<file path="src/rtl/eq_pkg.sv">
`default_nettype none
// ============================================================================
// Module   : eq_pkg
// Purpose  : Shared definitions for the histogram-equalizer stages: the
//            counting, CDF and mapping stages all import this package.
// Contents : pass-FSM state enum, bin count, memory widths, CDF width,
//            valid-entry marker for histogram words.
// Revision : 1.0  initial release
// ============================================================================
package eq_pkg;

  localparam int NUM_BINS = 256;       // histogram bins / pixel values
  localparam int ADDR_W   = 16;        // scratchpad address width
  localparam int DATA_W   = 128;       // scratchpad word width
  localparam int CDF_W    = 32;        // cumulative count width
  localparam int CNT_W    = 16;        // per-bin count width

  // Tag in bits [31:16] of a histogram word that marks it as written.
  localparam logic [15:0] MARKER = 16'hAAAA;

  typedef enum logic [1:0] {
    S_IDLE  = 2'd0,
    S_RUN   = 2'd1,
    S_DRAIN = 2'd2,
    S_DONE  = 2'd3
  } eq_state_e;

endpackage : eq_pkg
`default_nettype wire

</file>
<file path="src/rtl/cdf_pipeline_if.sv">
`default_nettype none
// ============================================================================
// Module   : cdf_pipeline_if
// Purpose  : Bundles the CDF stage's control, scratchpad and result signals.
// Modports : master - the CDF stage (drives addresses, writes and results)
//            slave  - the surrounding system (drives start and m2 read data)
// Signals  : start, m2ReadVal, m2ReadAddr, m3WriteAddr, m3WriteVal, m3WE,
//            cdfMin, pixelTotal, done
// Revision : 1.0  initial release
// ============================================================================
interface cdf_pipeline_if #(
  parameter int ADDR_W = eq_pkg::ADDR_W,
  parameter int DATA_W = eq_pkg::DATA_W,
  parameter int CDF_W  = eq_pkg::CDF_W
) ();

  logic              start;
  logic [DATA_W-1:0] m2ReadVal;
  logic [ADDR_W-1:0] m2ReadAddr;
  logic [ADDR_W-1:0] m3WriteAddr;
  logic [DATA_W-1:0] m3WriteVal;
  logic              m3WE;
  logic [CDF_W-1:0]  cdfMin;
  logic [CDF_W-1:0]  pixelTotal;
  logic              done;

  modport master (
    input  start, m2ReadVal,
    output m2ReadAddr, m3WriteAddr, m3WriteVal, m3WE, cdfMin, pixelTotal, done
  );

  modport slave (
    output start, m2ReadVal,
    input  m2ReadAddr, m3WriteAddr, m3WriteVal, m3WE, cdfMin, pixelTotal, done
  );

endinterface : cdf_pipeline_if
`default_nettype wire

</file>
<file path="src/rtl/cdf_bin_decode.sv">
`default_nettype none
// ============================================================================
// Module   : cdf_bin_decode
// Purpose  : Combinational extraction of a bin count from a histogram word.
//            With CDF_MARKER_CHECK_EN defined, a word whose tag [31:16] is
//            not MARKER is stale and decodes as an empty bin. Without it the
//            low 16 bits are taken as-is (m2 must be zero-initialised).
// Macro    : CDF_MARKER_CHECK_EN
// Ports    : i_word  [DATA_W-1:0]  histogram word read from m2
//            o_count [CNT_W-1:0]   bin count
// Revision : 1.0  initial release
// ============================================================================
module cdf_bin_decode #(
  parameter int          DATA_W = eq_pkg::DATA_W,
  parameter logic [15:0] MARKER = eq_pkg::MARKER
) (
  input  logic [DATA_W-1:0]        i_word,
  output logic [eq_pkg::CNT_W-1:0] o_count
);

  import eq_pkg::*;

`ifdef CDF_MARKER_CHECK_EN
  logic w_tag_ok;
  logic w_unused_hi;

  assign w_tag_ok    = (i_word[31:16] == MARKER);
  assign o_count     = w_tag_ok ? i_word[CNT_W-1:0] : '0;
  assign w_unused_hi = ^i_word[DATA_W-1:32];
`else
  logic w_unused_hi;

  assign o_count     = i_word[CNT_W-1:0];
  assign w_unused_hi = ^{i_word[DATA_W-1:CNT_W], MARKER};
`endif

endmodule : cdf_bin_decode
`default_nettype wire

</file>
<file path="src/rtl/cdf_pipeline.sv">
`default_nettype none
// ============================================================================
// Module   : cdf_pipeline
// Purpose  : Streams all histogram bins out of m2, accumulates the CDF and
//            writes each value to m3 at the same bin address; reports the
//            first non-zero CDF value and the total pixel count.
//            Pipeline: address (stage 1) -> decode (stage 2) ->
//            accumulate (stage 3) -> m3 write register.
// Macro    : CDF_MARKER_CHECK_EN (marker check inside cdf_bin_decode)
// Ports    : clock  system clock, rising edge
//            rst_n  asynchronous active-low reset
//            bus    cdf_pipeline_if.master (start, m2 read, m3 write,
//                   cdfMin, pixelTotal, done)
// Revision : 1.0  initial release
// ============================================================================
module cdf_pipeline #(
  parameter int          NUM_BINS = eq_pkg::NUM_BINS,
  parameter int          ADDR_W   = eq_pkg::ADDR_W,
  parameter int          DATA_W   = eq_pkg::DATA_W,
  parameter logic [15:0] MARKER   = eq_pkg::MARKER
) (
  input  logic            clock,
  input  logic            rst_n,
  cdf_pipeline_if.master  bus
);

  import eq_pkg::*;

  localparam logic [ADDR_W-1:0] LAST_BIN = ADDR_W'(NUM_BINS - 1);

  eq_state_e          r_state;
  logic [ADDR_W-1:0]  r_issue;      // next bin address to issue
  logic [ADDR_W-1:0]  r_m2_addr;    // stage 1: registered read address
  logic               r_v1;
  logic [ADDR_W-1:0]  r_a2;         // stage 2: decoded count
  logic [CNT_W-1:0]   r_cnt2;
  logic               r_v2;
  logic [ADDR_W-1:0]  r_a3;         // stage 3: accumulated cdf
  logic               r_v3;
  logic [CDF_W-1:0]   r_cdf;
  logic [CDF_W-1:0]   r_min;
  logic               r_found;
  logic [ADDR_W-1:0]  r_wr_addr;
  logic [DATA_W-1:0]  r_wr_val;
  logic               r_we;
  logic [CDF_W-1:0]   r_cdf_min_o;
  logic [CDF_W-1:0]   r_total;
  logic               r_done;

  logic [CNT_W-1:0]   w_count;
  logic [CDF_W-1:0]   w_cdf_next;
  logic               w_drained;

  cdf_bin_decode #(
    .DATA_W (DATA_W),
    .MARKER (MARKER)
  ) u_decode (
    .i_word  (bus.m2ReadVal),
    .o_count (w_count)
  );

  assign w_cdf_next = r_cdf + CDF_W'(r_cnt2);
  assign w_drained  = !r_v1 && !r_v2 && !r_v3;

  always_ff @(posedge clock or negedge rst_n) begin
    if (!rst_n) begin
      r_state     <= S_IDLE;
      r_issue     <= '0;
      r_m2_addr   <= '0;
      r_v1        <= 1'b0;
      r_a2        <= '0;
      r_cnt2      <= '0;
      r_v2        <= 1'b0;
      r_a3        <= '0;
      r_v3        <= 1'b0;
      r_cdf       <= '0;
      r_min       <= '0;
      r_found     <= 1'b0;
      r_wr_addr   <= '0;
      r_wr_val    <= '0;
      r_we        <= 1'b0;
      r_cdf_min_o <= '0;
      r_total     <= '0;
      r_done      <= 1'b0;
    end else begin
      // Data stages advance every cycle; only the valid bits gate updates.
      r_v2 <= r_v1;
      if (r_v1) begin
        r_a2   <= r_m2_addr;
        r_cnt2 <= w_count;
      end

      r_v3 <= r_v2;
      if (r_v2) begin
        r_a3  <= r_a2;
        r_cdf <= w_cdf_next;
        // The cdf is monotonic, so the first non-zero sum is the minimum.
        if (!r_found && (w_cdf_next != '0)) begin
          r_found <= 1'b1;
          r_min   <= w_cdf_next;
        end
      end

      r_we <= r_v3;
      if (r_v3) begin
        r_wr_addr <= r_a3;
        r_wr_val  <= {{(DATA_W-CDF_W){1'b0}}, r_cdf};
      end

      r_v1 <= 1'b0;

      case (r_state)
        S_IDLE, S_DONE: begin
          // Pipeline is empty here, so clearing the accumulator is safe.
          if (bus.start) begin
            r_state <= S_RUN;
            r_issue <= '0;
            r_cdf   <= '0;
            r_min   <= '0;
            r_found <= 1'b0;
          end
        end
        S_RUN: begin
          // Results of the previous pass drop on the first issue cycle.
          r_done      <= 1'b0;
          r_cdf_min_o <= '0;
          r_total     <= '0;
          r_m2_addr   <= r_issue;
          r_v1        <= 1'b1;
          r_issue     <= r_issue + ADDR_W'(1);
          if (r_issue == LAST_BIN) begin
            r_state <= S_DRAIN;
          end
        end
        S_DRAIN: begin
          // Last write has been registered once every stage is empty.
          if (w_drained) begin
            r_state     <= S_DONE;
            r_done      <= 1'b1;
            r_cdf_min_o <= r_min;
            r_total     <= r_cdf;
          end
        end
        default: r_state <= S_IDLE;
      endcase
    end
  end

  assign bus.m2ReadAddr  = r_m2_addr;
  assign bus.m3WriteAddr = r_wr_addr;
  assign bus.m3WriteVal  = r_wr_val;
  assign bus.m3WE        = r_we;
  assign bus.cdfMin      = r_cdf_min_o;
  assign bus.pixelTotal  = r_total;
  assign bus.done        = r_done;

endmodule : cdf_pipeline
`default_nettype wire

</file>
<file path="src/flat_wrapper.sv">
// flat-port wrapper written by rule: the top's interface ports become plain ports
module cdf_pipeline_flat import eq_pkg::*;
#(
  parameter int          NUM_BINS = eq_pkg::NUM_BINS,
  parameter int          ADDR_W   = eq_pkg::ADDR_W,
  parameter int          DATA_W   = eq_pkg::DATA_W,
  parameter logic [15:0] MARKER   = eq_pkg::MARKER
)
  (clock, rst_n, bus_start, bus_m2ReadVal, bus_m2ReadAddr, bus_m3WriteAddr, bus_m3WriteVal, bus_m3WE, bus_cdfMin, bus_pixelTotal, bus_done);
  cdf_pipeline_if #(.ADDR_W(ADDR_W), .DATA_W(DATA_W)) bus_i ();
  input  logic clock;
  input  logic rst_n;
  input wire logic [$bits(bus_i.start)-1:0] bus_start;
  input wire logic [$bits(bus_i.m2ReadVal)-1:0] bus_m2ReadVal;
  output wire logic [$bits(bus_i.m2ReadAddr)-1:0] bus_m2ReadAddr;
  output wire logic [$bits(bus_i.m3WriteAddr)-1:0] bus_m3WriteAddr;
  output wire logic [$bits(bus_i.m3WriteVal)-1:0] bus_m3WriteVal;
  output wire logic [$bits(bus_i.m3WE)-1:0] bus_m3WE;
  output wire logic [$bits(bus_i.cdfMin)-1:0] bus_cdfMin;
  output wire logic [$bits(bus_i.pixelTotal)-1:0] bus_pixelTotal;
  output wire logic [$bits(bus_i.done)-1:0] bus_done;
  assign bus_i.start = bus_start;
  assign bus_i.m2ReadVal = bus_m2ReadVal;
  assign bus_m2ReadAddr = bus_i.m2ReadAddr;
  assign bus_m3WriteAddr = bus_i.m3WriteAddr;
  assign bus_m3WriteVal = bus_i.m3WriteVal;
  assign bus_m3WE = bus_i.m3WE;
  assign bus_cdfMin = bus_i.cdfMin;
  assign bus_pixelTotal = bus_i.pixelTotal;
  assign bus_done = bus_i.done;
  cdf_pipeline #(.NUM_BINS(NUM_BINS), .ADDR_W(ADDR_W), .DATA_W(DATA_W), .MARKER(MARKER)) u_core (.clock(clock), .rst_n(rst_n), .bus(bus_i));
endmodule
</file>
<file path="config.mk">
export PLATFORM = sky130hd
export DESIGN_NAME = cdf_pipeline_flat
export DESIGN_NICKNAME = d
export VERILOG_FILES = /design/src/rtl/eq_pkg.sv /design/src/rtl/cdf_pipeline_if.sv /design/src/rtl/cdf_bin_decode.sv /design/src/rtl/cdf_pipeline.sv /design/src/flat_wrapper.sv
export SDC_FILE = /design/constraint.sdc
export NUM_CORES = 1
export LEC_CHECK = 0
export ABC_AREA = 1
export BUFFER_PORTS_ARGS = -buffer_cell sky130_fd_sc_hd__buf_4
export CAP_MARGIN = 20
export CORE_ASPECT_RATIO = 1.1
export CORE_MARGIN = 2
export CORE_UTILIZATION = 45
export CTS_CLUSTER_SIZE = 40
export DETAILED_ROUTE_END_ITERATION = 6
export PLACE_DENSITY = 0.7
export SYNTH_ARGS = -nofsm -noshare
export SYNTH_HDL_FRONTEND = slang
export SYNTH_SLANG_ARGS = --single-unit
</file>
<file path="constraint.sdc">
create_clock -name clock -period 3.2 [get_ports clock]
set_clock_uncertainty 0.05 [all_clocks]
set_input_delay 0.16 -clock clock [delete_from_list [all_inputs] [get_ports clock]]
set_output_delay 0.16 -clock clock [all_outputs]
set_load 0.01 [all_outputs]
</file>
# == Word level (Yosys, flattened, before mapping) ==
# Cells that the tools add are included.
# totals
reg_bits,264
inputBits,131
output_inout_bits,226
wordCells,66
# op_classes
n_addsub,2
eq_ne,7
muxes,24
reduce_logical,15
# ops
op,n
$mux W32,9
$pmux W32 S2,2
$add A32 B16 Y32,1
$pmux W16 S2,1
$reduce_bool A32 Y1,1
$add A16 B1 Y16 const B,1
$eq A16 B8 Y1 const B,1
$mux W16,1
$mux W1,6
$mux W2,3
$pmux W2 S3,1
$eq A2 B2 Y1 const B,2
$logic_not A1 Y1,4
$ne A2 B1 Y1 const B,2
$reduce_and A2 Y1,2
$reduce_bool A2 Y1,2
$logic_and A1 B1 Y1,3
$reduce_and A3 Y1,1
$eq A2 B1 Y1 const B,1
$logic_not A2 Y1,1
$ne A2 B2 Y1 const B,1
$pmux W1 S2,1
$reduce_or A2 Y1,1

# == Depth between registers and ports, before layout ==
# Gate-level depths: netlist of the first run.
# logic_depth
depth_word,7
depth_mapped,22
ltp_nobuf,20

# == Modules after synthesis ==
# Synthesis of the first run repeated with hierarchy kept, for this count alone.
# hier_totals
cells_unflattened,1658
hier_area_um2,13276.5
# by_module_without_submodules
mod,instances,cells_per_inst,area_each_um2,seq_area_each_um2
cdf_pipeline,1,1642,13156.4,6606.3
cdf_bin_decode,1,16,120.1,0.0

# == Worst setup path before layout of the first run ==
# No wires, ideal clock.
# synth_path
path_type,reg-to-reg
from,reg u_core.r_cdf[0]
to,reg u_core.r_found
setup_ns,0.132
t_arrival_ns,2.466
required_ns,3.018
setup_slack_ns,0.552
stages_incl_launch_ff,22
n_path_buf,2
period_less_slack_ns,2.648
cell_sequence,dfrtp_1 ha_1 inv_1 fa_1 inv_1 nand3_1 nand2_2 nand2_1 nand2_2 nand2_1 nand2_2 nand2_1 nand2_1 nand2_1 nor2_1 nand2_1 nor2_1 nand3_1 buf_6 buf_6 a21oi_1 nor2_1
# synth_between
elab_chain_cells,7
# synth_lines
item,line_no,source
"start, declared",cdf_pipeline.sv:40,logic [CDF_W-1:0] r_cdf;
"start signal, assigned",cdf_pipeline.sv:96,r_cdf <= w_cdf_next;
$add A32 B16 Y32 *,cdf_pipeline.sv:62,assign w_cdf_next = r_cdf + CDF_W'(r_cnt2);
$reduce_bool A32 Y1 *,cdf_pipeline.sv:98,if (!r_found && (w_cdf_next != '0)) begin
$logic_and A1 B1 Y1 *,cdf_pipeline.sv:98,
$mux W1 *,cdf_pipeline.sv:98,
$mux W1 *,cdf_pipeline.sv:94,if (r_v2) begin
$mux W1,cdf_pipeline.sv:115,if (bus.start) begin
$mux W1 *,cdf_pipeline.sv:112,case (r_state)
"end signal, assigned",cdf_pipeline.sv:78,r_found <= 1'b0;
"end signal, assigned",cdf_pipeline.sv:99,r_found <= 1'b1;
"end signal, assigned",cdf_pipeline.sv:120,r_found <= 1'b0;
"end, declared",cdf_pipeline.sv:42,logic r_found;
# Every way passes the cells marked *; elsewhere a longest branch is shown, timed or not.
# A chain may end at the register's enable or synchronous reset.

# == Worst setup path in the final report of the first run ==
# layout_path
from,reg u_core.r_cnt2[3]
to,reg u_core.r_min[26]
# layout_between
elab_chain_cells,7
# layout_lines
item,line_no,source
"start, declared",cdf_pipeline.sv:36,logic [CNT_W-1:0] r_cnt2;
"start signal, assigned",cdf_pipeline.sv:90,r_cnt2 <= w_count;
$add A32 B16 Y32 *,cdf_pipeline.sv:62,
$reduce_bool A32 Y1,cdf_pipeline.sv:98,
$logic_and A1 B1 Y1,cdf_pipeline.sv:98,
$mux W32 *,cdf_pipeline.sv:98,
$mux W32 *,cdf_pipeline.sv:94,
$mux W32,cdf_pipeline.sv:115,
$mux W32 *,cdf_pipeline.sv:112,
"end signal, assigned",cdf_pipeline.sv:100,r_min <= w_cdf_next;
"end, declared",cdf_pipeline.sv:41,logic [CDF_W-1:0] r_min;
# Marks and branches as above.

==> flow_summary.yaml, run 1 <==
floorplanning:
  fp.coreArea_um2: 29400
  io_pins: 357
  start_util: 0.455
  dieArea_um2: 31100
  chipHeight_um: 185
  rows: 66
  die_x_um: 168
final_layout:
  finalInstanceArea_um2: 16100
  syn_to_final_growth_pct: 20.3
  drive_above_1_share: 0.184
  fin_nets: 1973
  final_cell_mix: "370 x nand2_1, 263 x inv_1, 262 x dfrtp_1, 192 x buf_4, 138 x o21ai_0"
  layout_commonest_cell: "nand2_1"
  multi_input_area_um2: 5180
  stdcell_count: 2216
  n_antenna_cell: 0
  register_area_um2: 6610
  nFillCells: 2748
sta:
  finalSetupViolations: 0
  hold_viol_final: 0
  tns_ps: 0
  fmax_mhz: 326
  finalCritPeriodShare: 0.960
  drv_slew: 0
  slew_headroom: 0.428
  finalCriticalPeriod_ps: 3070
  tightest_slew_ps: 858
pwr:
  p_leak_nw: 8.25
  p_sw_w: 0.00750
  pwr-share-comb: 0.491
  ir_drop_uv: 482
  power_frac_clock: 0.189
  internal_power_w: 0.00977
  power_frac_seq: 0.319
  netSwitchingFraction: 0.434
  p_per_area_nw_per_um2: 1080
clocking:
  cts-buffers-inserted: 28
  clockBufferDepth: 3
  cts_tree: "done"
  cts.sinks: 264
  cts-root-buf: "clkbuf_16"
  cts_htree_levels: 1
  insertion_delay_ps: 550
  path_clk_slew_ps: 60
grt:
  grt_pass1_vias: 10127
  overflow: 0
  grt_pass1_wl_um: 53700
  track_usage: 0.213
  grt_max_degree: 109
  antenna_found_initial: 0
logic_synthesis:
  ys_types: 47
  synth-xor-area-share: 0.00131
  synth_top_family_by_area: "simple AND/OR/NAND/NOR gates"
  synth_compound_area_frac: 0.108
  synth_warnings: 0
  netlist_instances: 1640
  yosysSeqAreaShare: 0.494
  synth_area_um2: 13400
  synth-simple-area-share: 0.209
  synthAdderAreaFrac: 0.0202
  synth_mux_area_frac: 0.0126
  synth-seq-cells: 264
  syn_avg_cell_area_um2: 8.15
detailed_routing:
  routed-via-count: 10830
  routed_wirelength_um: 33800
  antenna_left: 0
  drc: 0
  firstDrtPassIters: 5
  via_per_inst: 4.89
  drt_iter0_markers: 686
  route.detailed.wl_per_inst_um: 15.3
critical_path:
  worst_ep_arrival_time_ps: 3450
  end_kind: "flip-flop"
  critPathRequiredTime_ps: 3570
  cp-start-kind: "flip-flop"
  path_max_fanout: 16
  worst-setup-path-type: "reg2reg"
min_path:
  hp-class: "in2async"
place:
  gp_congestion: 0.920
  portBuffers: 148
  dpl_cell_area_um2: 14700
  dp_hpwl_um: 23800
  dp.cells: 2138
run_status:
  outcome: "completed"
flow_run:
  cap_violations: 0
[synth_stat cells (all sizes together)]
library cell	n	area, µm²
o211ai	16	120
o22ai	22	138
fa	1	20.0
a31oi	3	18.8
dfrtp	264	6610
a2111oi	1	8.76
nand3b	2	15.0
or2	1	6.26
a21o	1	7.51
nor3	12	75.1
nand3	122	726
inv	271	1020
clkinv	1	3.75
nand4	12	75.1
nor3b	1	7.51
ha	20	250
o21ai	140	704
a21oi	77	389
buf	119	871
nor2	99	399
o21a	1	7.51
xor2	2	17.5
o41ai	1	8.76
o21bai	1	11.3
conb	1	3.75
o221a	1	11.3
a21boi	1	7.51
nor4	6	43.8
nand2	378	1440
and2	1	6.26
a22oi	1	7.51
mux2	15	169
clkbuf	46	173
[logic make-up (layout without fill, tap and decap cells)]
group / count (synthesis) / in the layout
AO/OA/AOI/OAI: 266 / 266
XOR/XNOR: 2 / 2
adder cells (fa/ha/maj): 21 / 21
buffers and inverters: 437 / 544
flip-flops: 264 / 264
multiplexers: 15 / 15
other: 1 / 96
AND/OR/NAND/NOR: 634 / 634
[routing by layer]
metal,share of wire,GRT usage
met4,0.017,0.0428
met2,0.46,0.340
met3,0.055,0.0326
met1,0.47,0.311
met5,0,0
[stage by stage]
stage / worst slack [ps] / hold WS [ps] / total power [W] / util
4_1_cts: 105 / 255 / 0.0171 / 0.538
3_5_place_dp: 156 / 232 / 0.0138 / 0.499
6_report: 129 / 211 / 0.0173 / 0.547
5_1_grt: -4.23 / 270 / 0.0187 / 0.547
3_3_place_gp: 229 / 229 / 0.0136 / 0.499
2_1_floorplan: 552 / -186 / 0.0106 / -
[flip-flops by register name (all words and copies together), names as in the netlist, 2 cells and up]
register / count
u_core.bus.m3WriteVal: 32
u_core.bus.pixelTotal: 32
u_core.r_cnt2: 16
u_core.r_state: 2
u_core.bus.m3WriteAddr: 16
u_core.r_cdf: 32
u_core.bus.m2ReadAddr: 16
u_core.bus.cdfMin: 32
u_core.r_a3: 16
u_core.r_issue: 16
u_core.r_a2: 16
u_core.r_min: 32
[worst max-delay path: stages, from the launching register on]
cell and delay, ps:
dfrtp_1 390, ha_1 420, nand2_1 140, nor2_1 180, nand2_1 90, nand2_1 150
nand2_1 70, nand2_1 140, nand2_1 110, nor3_2 190, nand3_1 120, nor2_1 190
nand3_4 220, clkbuf_16 260, a21oi_1 150, nor2_1 70
[power groups by stage]
stage | combinational [W] | sequential [W] | clock, W
after floorplan | 0.00501 | 0.00558 | 0
after global placement | 0.00808 | 0.00551 | 0
after detailed placement | 0.00824 | 0.00553 | 0
after CTS | 0.00830 | 0.00549 | 0.00334
after global routing | 0.00952 | 0.00568 | 0.00348
final | 0.00849 | 0.00552 | 0.00327
[final cells by class]
class                           instances  area share
Clock buffer                           41      0.0510
Clock inverter                         10     0.00786
Inverter                              272      0.0635
Multi-Input combinational cell       1034       0.323
Sequential cell                       264       0.411
Tap cell                              374      0.0291
Timing Repair Buffer                  221       0.114
[worst paths after layout]
path | slack, ps | depth (start not counted) | start | end
worst min register to register | 420 | 2 | u_core.bus.m3WriteVal[10]$_DFFE_PN0P_ | u_core.bus.m3WriteVal[10]$_DFFE_PN0P_
min in group clock | 350 | 3 | bus_m2ReadVal[6] | u_core.r_cnt2[6]$_DFFE_PN0P_
worst max register to register | 130 | 15 | u_core.r_cnt2[3]$_DFFE_PN0P_ | u_core.r_min[26]$_DFF_PN0_
worst max-delay path | 130 | 15 | u_core.r_cnt2[3]$_DFFE_PN0P_ | u_core.r_min[26]$_DFF_PN0_
worst min-delay path | 210 | 2 | rst_n | u_core.bus.pixelTotal[10]$_DFFE_PN0P_
max in group asynchronous | 1990 | 3 | rst_n | u_core.r_min[17]$_DFF_PN0_
[repair_timing]
| action | CTS | global route |
|---|---|---|
| hold buffers | 18 | 0 |
| setup buffers | 0 | 3 |
| endpoints found under the hold margin | 119 | 0 |
| gates resized for setup | 0 | 25 |
| endpoints found under the setup margin | 0 | 33 |
No activity file was read; power rests on OpenSTA's default activity.
==> run 2, diff against run 1 <==
Settings changed: CORE_MARGIN 2 to not set, REMOVE_ABC_BUFFERS set to 1.
==> run 2 against run 1 <==
Net effect:
- the run now ends with DRC left
- register-to-register slack hardly changed
- clock power is 6.7% higher
- cell count is 0.59% lower
- wire length is 1.5% lower
- cell area hardly changed
- largest power group unchanged
==> flow_summary.yaml, run 2 (synthesis results as in run 1) <==
detailed_routing:
  firstDrtPassIters: 7
  via_per_inst: 4.87
  drc: 13
  route.detailed.wl_per_inst_um: 15.1
  routed-via-count: 10736
  drt_iter0_markers: 827
  antenna_left: 0
  routed_wirelength_um: 33300
clocking:
  clockBufferDepth: 3
  cts-buffers-inserted: 29
  cts.sinks: 264
  insertion_delay_ps: 540
  cts_htree_levels: 1
  cts-root-buf: "clkbuf_16"
  path_clk_slew_ps: 60
  cts_tree: "done"
pwr:
  p_per_area_nw_per_um2: 1070
  netSwitchingFraction: 0.426
  ir_drop_uv: 558
  pwr-share-comb: 0.478
  internal_power_w: 0.00986
  p_total_w: 0.0172
  power_frac_clock: 0.203
  p_leak_nw: 8.27
  p_sw_w: 0.00732
  power_frac_seq: 0.319
final_layout:
  drive_above_1_share: 0.186
  finalInstanceArea_um2: 16100
  nFillCells: 2671
  syn_to_final_growth_pct: 20.2
  layout_commonest_cell: "nand2_1"
  final_cell_mix: "365 x nand2_1, 263 x inv_1, 261 x dfrtp_1, 185 x buf_4, 138 x o21ai_0"
  register_area_um2: 6610
  multi_input_area_um2: 5160
  stdcell_count: 2203
  final_util: 0.555
  fin_nets: 1967
  n_antenna_cell: 0
critical_path:
  worst-setup-path-type: "reg2reg"
  cp-start-kind: "flip-flop"
  worst_ep_arrival_time_ps: 3460
  end_kind: "flip-flop"
  path_cells: "ha_2 -> inv_1 -> fa_2 -> inv_2 -> nand3_2 -> nand2_2 -> nand2_2 -> nand2_2 -> buf_4 -> nand2_1 -> nand2_2 -> nand2_1 -> nand2_1 -> nand2_2 -> nor2_2 -> nand2_2 -> nor2_4 -> nand3_4 -> buf_12 -> buf_6 -> nand3_2 -> nand2_1 -> nor2_1"
  cp_slowest_stage_delay_ps: 380
  critPathRequiredTime_ps: 3600
  slowest_stage: "dfrtp_1"
  cpMostUsedCell: "nand2_2"
  path_max_fanout: 8
grt:
  grt_pass1_vias: 10180
  grt_max_degree: 98
  antenna_found_initial: 0
  track_usage: 0.215
  overflow: 0
  grt_pass1_wl_um: 52900
  grtUsageMet2: 0.362
  use_met1: 0.290
  use_met3: 0.0382
  top_usage_layer: "met2"
sta:
  finalCritPeriodShare: 0.956
  slew_headroom: 0.473
  drv_slew: 0
  finalCriticalPeriod_ps: 3060
  tns_ps: 0
  finalSetupViolations: 0
  hold_viol_final: 0
  tightest_slew_ps: 791
  fmax_mhz: 327
flow_run:
  cap_violations: 0
run_status:
  violations: "DRC"
  outcome: "finished with violations"
place:
  gp_congestion: 0.898
  dp_hpwl_um: 22600
  dp.cells: 2123
  dpl_cell_area_um2: 14600
  portBuffers: 148
min_path:
  hp-class: "in2reg"
floorplanning:
  chipHeight_um: 183
  start_util: 0.461
  fp.coreArea_um2: 29000
  rows: 65
  dieArea_um2: 30400
  die_x_um: 166
  io_pins: 357
run 2: cell types whose count changed in the layout (fill, tap and decap cells not counted), sizes merged:
cell | before | now
clkinvlp | 3 | 0
buf | 199 | 193
dlygate4sd3 | 18 | 17
clkbuf | 45 | 44
inv | 271 | 272
clkinv | 6 | 7
bufinv | 2 | 4
run 2: worst max-delay path: cells and delay by family (launching register included):
kind / cells / cell delay (ps)
flops: 1 / 380
fa+ha+maj: 2 / 560
buf+inv: 5 / 560
simple gates: 16 / 1390
run 2: power by group through the flow:
stage / combinational [W] / clock [W] / sequential [W]
5_1_grt: 0.00929 / 0.00369 / 0.00564
3_5_place_dp: 0.00802 / 0 / 0.00551
6_report: 0.00822 / 0.00349 / 0.00548
4_1_cts: 0.00809 / 0.00356 / 0.00546
2_1_floorplan: 0.00463 / 0 / 0.00571
3_3_place_gp: 0.00792 / 0 / 0.00547
run 2: final timing paths:
path	slack [ps]	cells past startpoint	start	end
worst max register to register	140	23	u_core.r_cdf[0]$_DFF_PN0_	u_core.r_min[17]$_DFF_PN0_
min in group asynchronous	190	2	rst_n	u_core.bus.m3WriteAddr[10]$_DFFE_PN0P_
max in group asynchronous	1940	3	rst_n	u_core.r_cdf[12]$_DFF_PN0_
worst min-delay path	60	4	bus_start	u_core.r_issue[1]$_DFFE_PN0P_
worst min register to register	420	2	u_core.bus.m3WriteVal[15]$_DFFE_PN0P_	u_core.bus.m3WriteVal[15]$_DFFE_PN0P_
worst max-delay path	140	23	u_core.r_cdf[0]$_DFF_PN0_	u_core.r_min[17]$_DFF_PN0_
run 2: metrics by stage:
| step | worst slack (ps) | hold slack [ps] |
|---|---|---|
| detailed placement | 125 | 164 |
| floorplan | -2020 | -186 |
| finish | 140 | 58.9 |
| global route | -45.9 | 83.7 |
| CTS | 97.2 | 41.9 |
| global placement | 187 | 163 |
run 2: final cells by class:
class,instances,share of cell area
clock buffers,40,0.0527
clock inverters,11,0.00989
inverters,272,0.0636
multi-input cells,1034,0.322
flip-flops and latches,264,0.412
well taps,368,0.0287
repair buffers,214,0.112
run 2: repair_timing:
item | 4_1_cts | 5_1_grt
gates resized for setup | 0 | 32
setup buffers | 0 | 6
setup endpoints to repair | 0 | 33
hold endpoints to repair | 101 | 0
hold buffers | 17 | 0
run 2: layer usage:
metal | vias up | part of all wire
li1 | 5328 | -
met1 | 5096 | 0.45
met2 | 270 | 0.48
met3 | 42 | 0.057
met4 | 0 | 0.019
met5 | - | 0
==> run 3, diff against run 2 <==
Settings changed: CORE_UTILIZATION 45 to 44, HOLD_SLACK_MARGIN set to 0.06, PLACE_DENSITY 0.7 to 0.69, TNS_END_PERCENT set to 1.
==> run 3 against run 2 <==
Net effect:
- the flow now finishes without violations
- critical path depth fell by 6
- sequential cell count did not move
- critical endpoint is now u_core.r_min[1]$_DFF_PN0_
- sequential share of layout area rose by 0.25 points
- via count fell by 0.89%
- highest routed layer unchanged
- cell count barely moved
==> flow_summary.yaml, run 3 (synthesis results as in run 1) <==
final_layout:
  n_antenna_cell: 0
  nFillCells: 2816
  final_cell_mix: "364 x nand2_1, 263 x inv_1, 262 x dfrtp_1, 179 x buf_4, 138 x o21ai_0"
  syn_to_final_growth_pct: 19.4
  layout_commonest_cell: "nand2_1"
  fin_nets: 1959
  drive_above_1_share: 0.183
pwr:
  p_leak_nw: 8.18
  ir_drop_uv: 541
  p_total_w: 0.0170
  p_per_area_nw_per_um2: 1060
place:
  dp_hpwl_um: 22800
  gp_congestion: 0.908
  preCtsSetupSlack_ps: 91.1
  portBuffers: 148
grt:
  antenna_found_initial: 0
  grt_pass1_wl_um: 53400
  grt_pass1_vias: 10356
  grt_max_degree: 94
  overflow: 0
  track_usage: 0.214
sta:
  tightest_slew_ps: 780
  finalCriticalPeriod_ps: 3070
  fmax_mhz: 326
  finalCritPeriodShare: 0.959
  slew_headroom: 0.480
  finalSetupViolations: 0
  drv_slew: 0
  finalWorstSetupSlack_ps: 130
  hold_viol_final: 0
floorplanning:
  dieArea_um2: 31100
  io_pins: 357
  chipHeight_um: 185
  die_x_um: 168
  fp.coreArea_um2: 29700
  rows: 66
  start_util: 0.449
critical_path:
  cp-start-kind: "flip-flop"
  critPathRequiredTime_ps: 3570
  cpMostUsedCell: "nand2_1"
  path_max_fanout: 12
  path_cells: "ha_2 -> inv_1 -> fa_2 -> inv_2 -> buf_4 -> nand2_1 -> nand3_1 -> nand2_1 -> nand2_1 -> nand2_1 -> nor3_2 -> nand3_2 -> nor2_4 -> nand3_4 -> clkbuf_16 -> a21oi_1 -> nor2_1"
  end_kind: "flip-flop"
  cp_slowest_stage_delay_ps: 390
  slowest_stage: "dfrtp_1"
  worst-setup-path-type: "reg2reg"
  worst_ep_arrival_time_ps: 3440
clocking:
  cts_htree_levels: 1
  path_clk_slew_ps: 60
  clockBufferDepth: 3
  cts_tree: "done"
  cts-buffers-inserted: 28
  cts-root-buf: "clkbuf_16"
  cts.sinks: 264
  insertion_delay_ps: 540
detailed_routing:
  via_per_inst: 4.83
  drc: 0
  route.detailed.wl_per_inst_um: 15.1
  antenna_left: 0
  routed_wirelength_um: 33100
  firstDrtPassIters: 5
  routed-via-count: 10640
  drt_iter0_markers: 737
flow_run:
  cap_violations: 0
run_status:
  outcome: "completed"
min_path:
  hp-class: "in2async"
-- run 3: power by group --
group          leakage, nW  switching (W)  internal, W  total, W
Clock                0.454        0.00133      0.00195   0.00329
Sequential            3.44       0.000887      0.00464   0.00553
Combinational         4.29        0.00511      0.00303   0.00814
-- run 3: routing by layer --
layer	GRT usage	vias to the layer above	share of wire	routed length, µm
met5	0	-	0	0
met4	0.0411	0	0.013	444
met1	0.292	5043	0.45	14900
li1	-	5318	-	-
met3	0.0444	37	0.060	2000
met2	0.352	242	0.48	15800
-- run 3: final timing paths --
path | slack (ps) | from | to | cells after the start
max | 130 | u_core.r_cdf[0]$_DFF_PN0_ | u_core.r_min[1]$_DFF_PN0_ | 17
min | 190 | rst_n | u_core.bus.m3WriteAddr[5]$_DFFE_PN0P_ | 2
max reg2reg | 130 | u_core.r_cdf[0]$_DFF_PN0_ | u_core.r_min[1]$_DFF_PN0_ | 17
min reg2reg | 420 | u_core.bus.m3WriteVal[15]$_DFFE_PN0P_ | u_core.bus.m3WriteVal[15]$_DFFE_PN0P_ | 2
max in group asynchronous | 1980 | rst_n | u_core.bus.cdfMin[24]$_DFFE_PN0P_ | 3
min in group clock | 350 | bus_m2ReadVal[1] | u_core.r_cnt2[1]$_DFFE_PN0P_ | 4
-- run 3: metrics by stage --
step | area [µm²] | TNS (ps) | utilization | instances | hold slack (ps)
floorplan | 12700 | -188640 | - | 1570 | -186
global route | 16000 | -1120 | 0.537 | 2202 | 244
CTS | 15700 | 0 | 0.528 | 2195 | 209
finish | 16000 | 0 | 0.537 | 2202 | 190
detailed placement | 14600 | 0 | 0.490 | 2126 | 189
global placement | 14600 | 0 | 0.490 | 2126 | 187
-- run 3: final cells by class --
type                       instances  area (µm²)  area share
clock buffer                      43         838      0.0525
clock inverter                     8        95.1     0.00596
inverter                         272        1020      0.0640
multi-input combinational       1034        5210       0.326
sequential                       264        6610       0.414
tap                              374         468      0.0293
timing repair buffer             207        1720       0.108
-- run 3: what timing repair did --
item | CTS | global route
endpoints found under the setup margin | 0 | 33
buffers inserted | 0 | 2
hold buffers | 18 | 0
hold endpoints to repair | 109 | 0
resized for setup | 0 | 39
-- run 3: worst max-delay path, delay by kind of cell, from the launching register on --
kind	cells	cell delay (ps)
flops	1	390
fa+ha+maj	2	560
simple gates	10	1310
buf+inv	4	490
compound gates	1	140
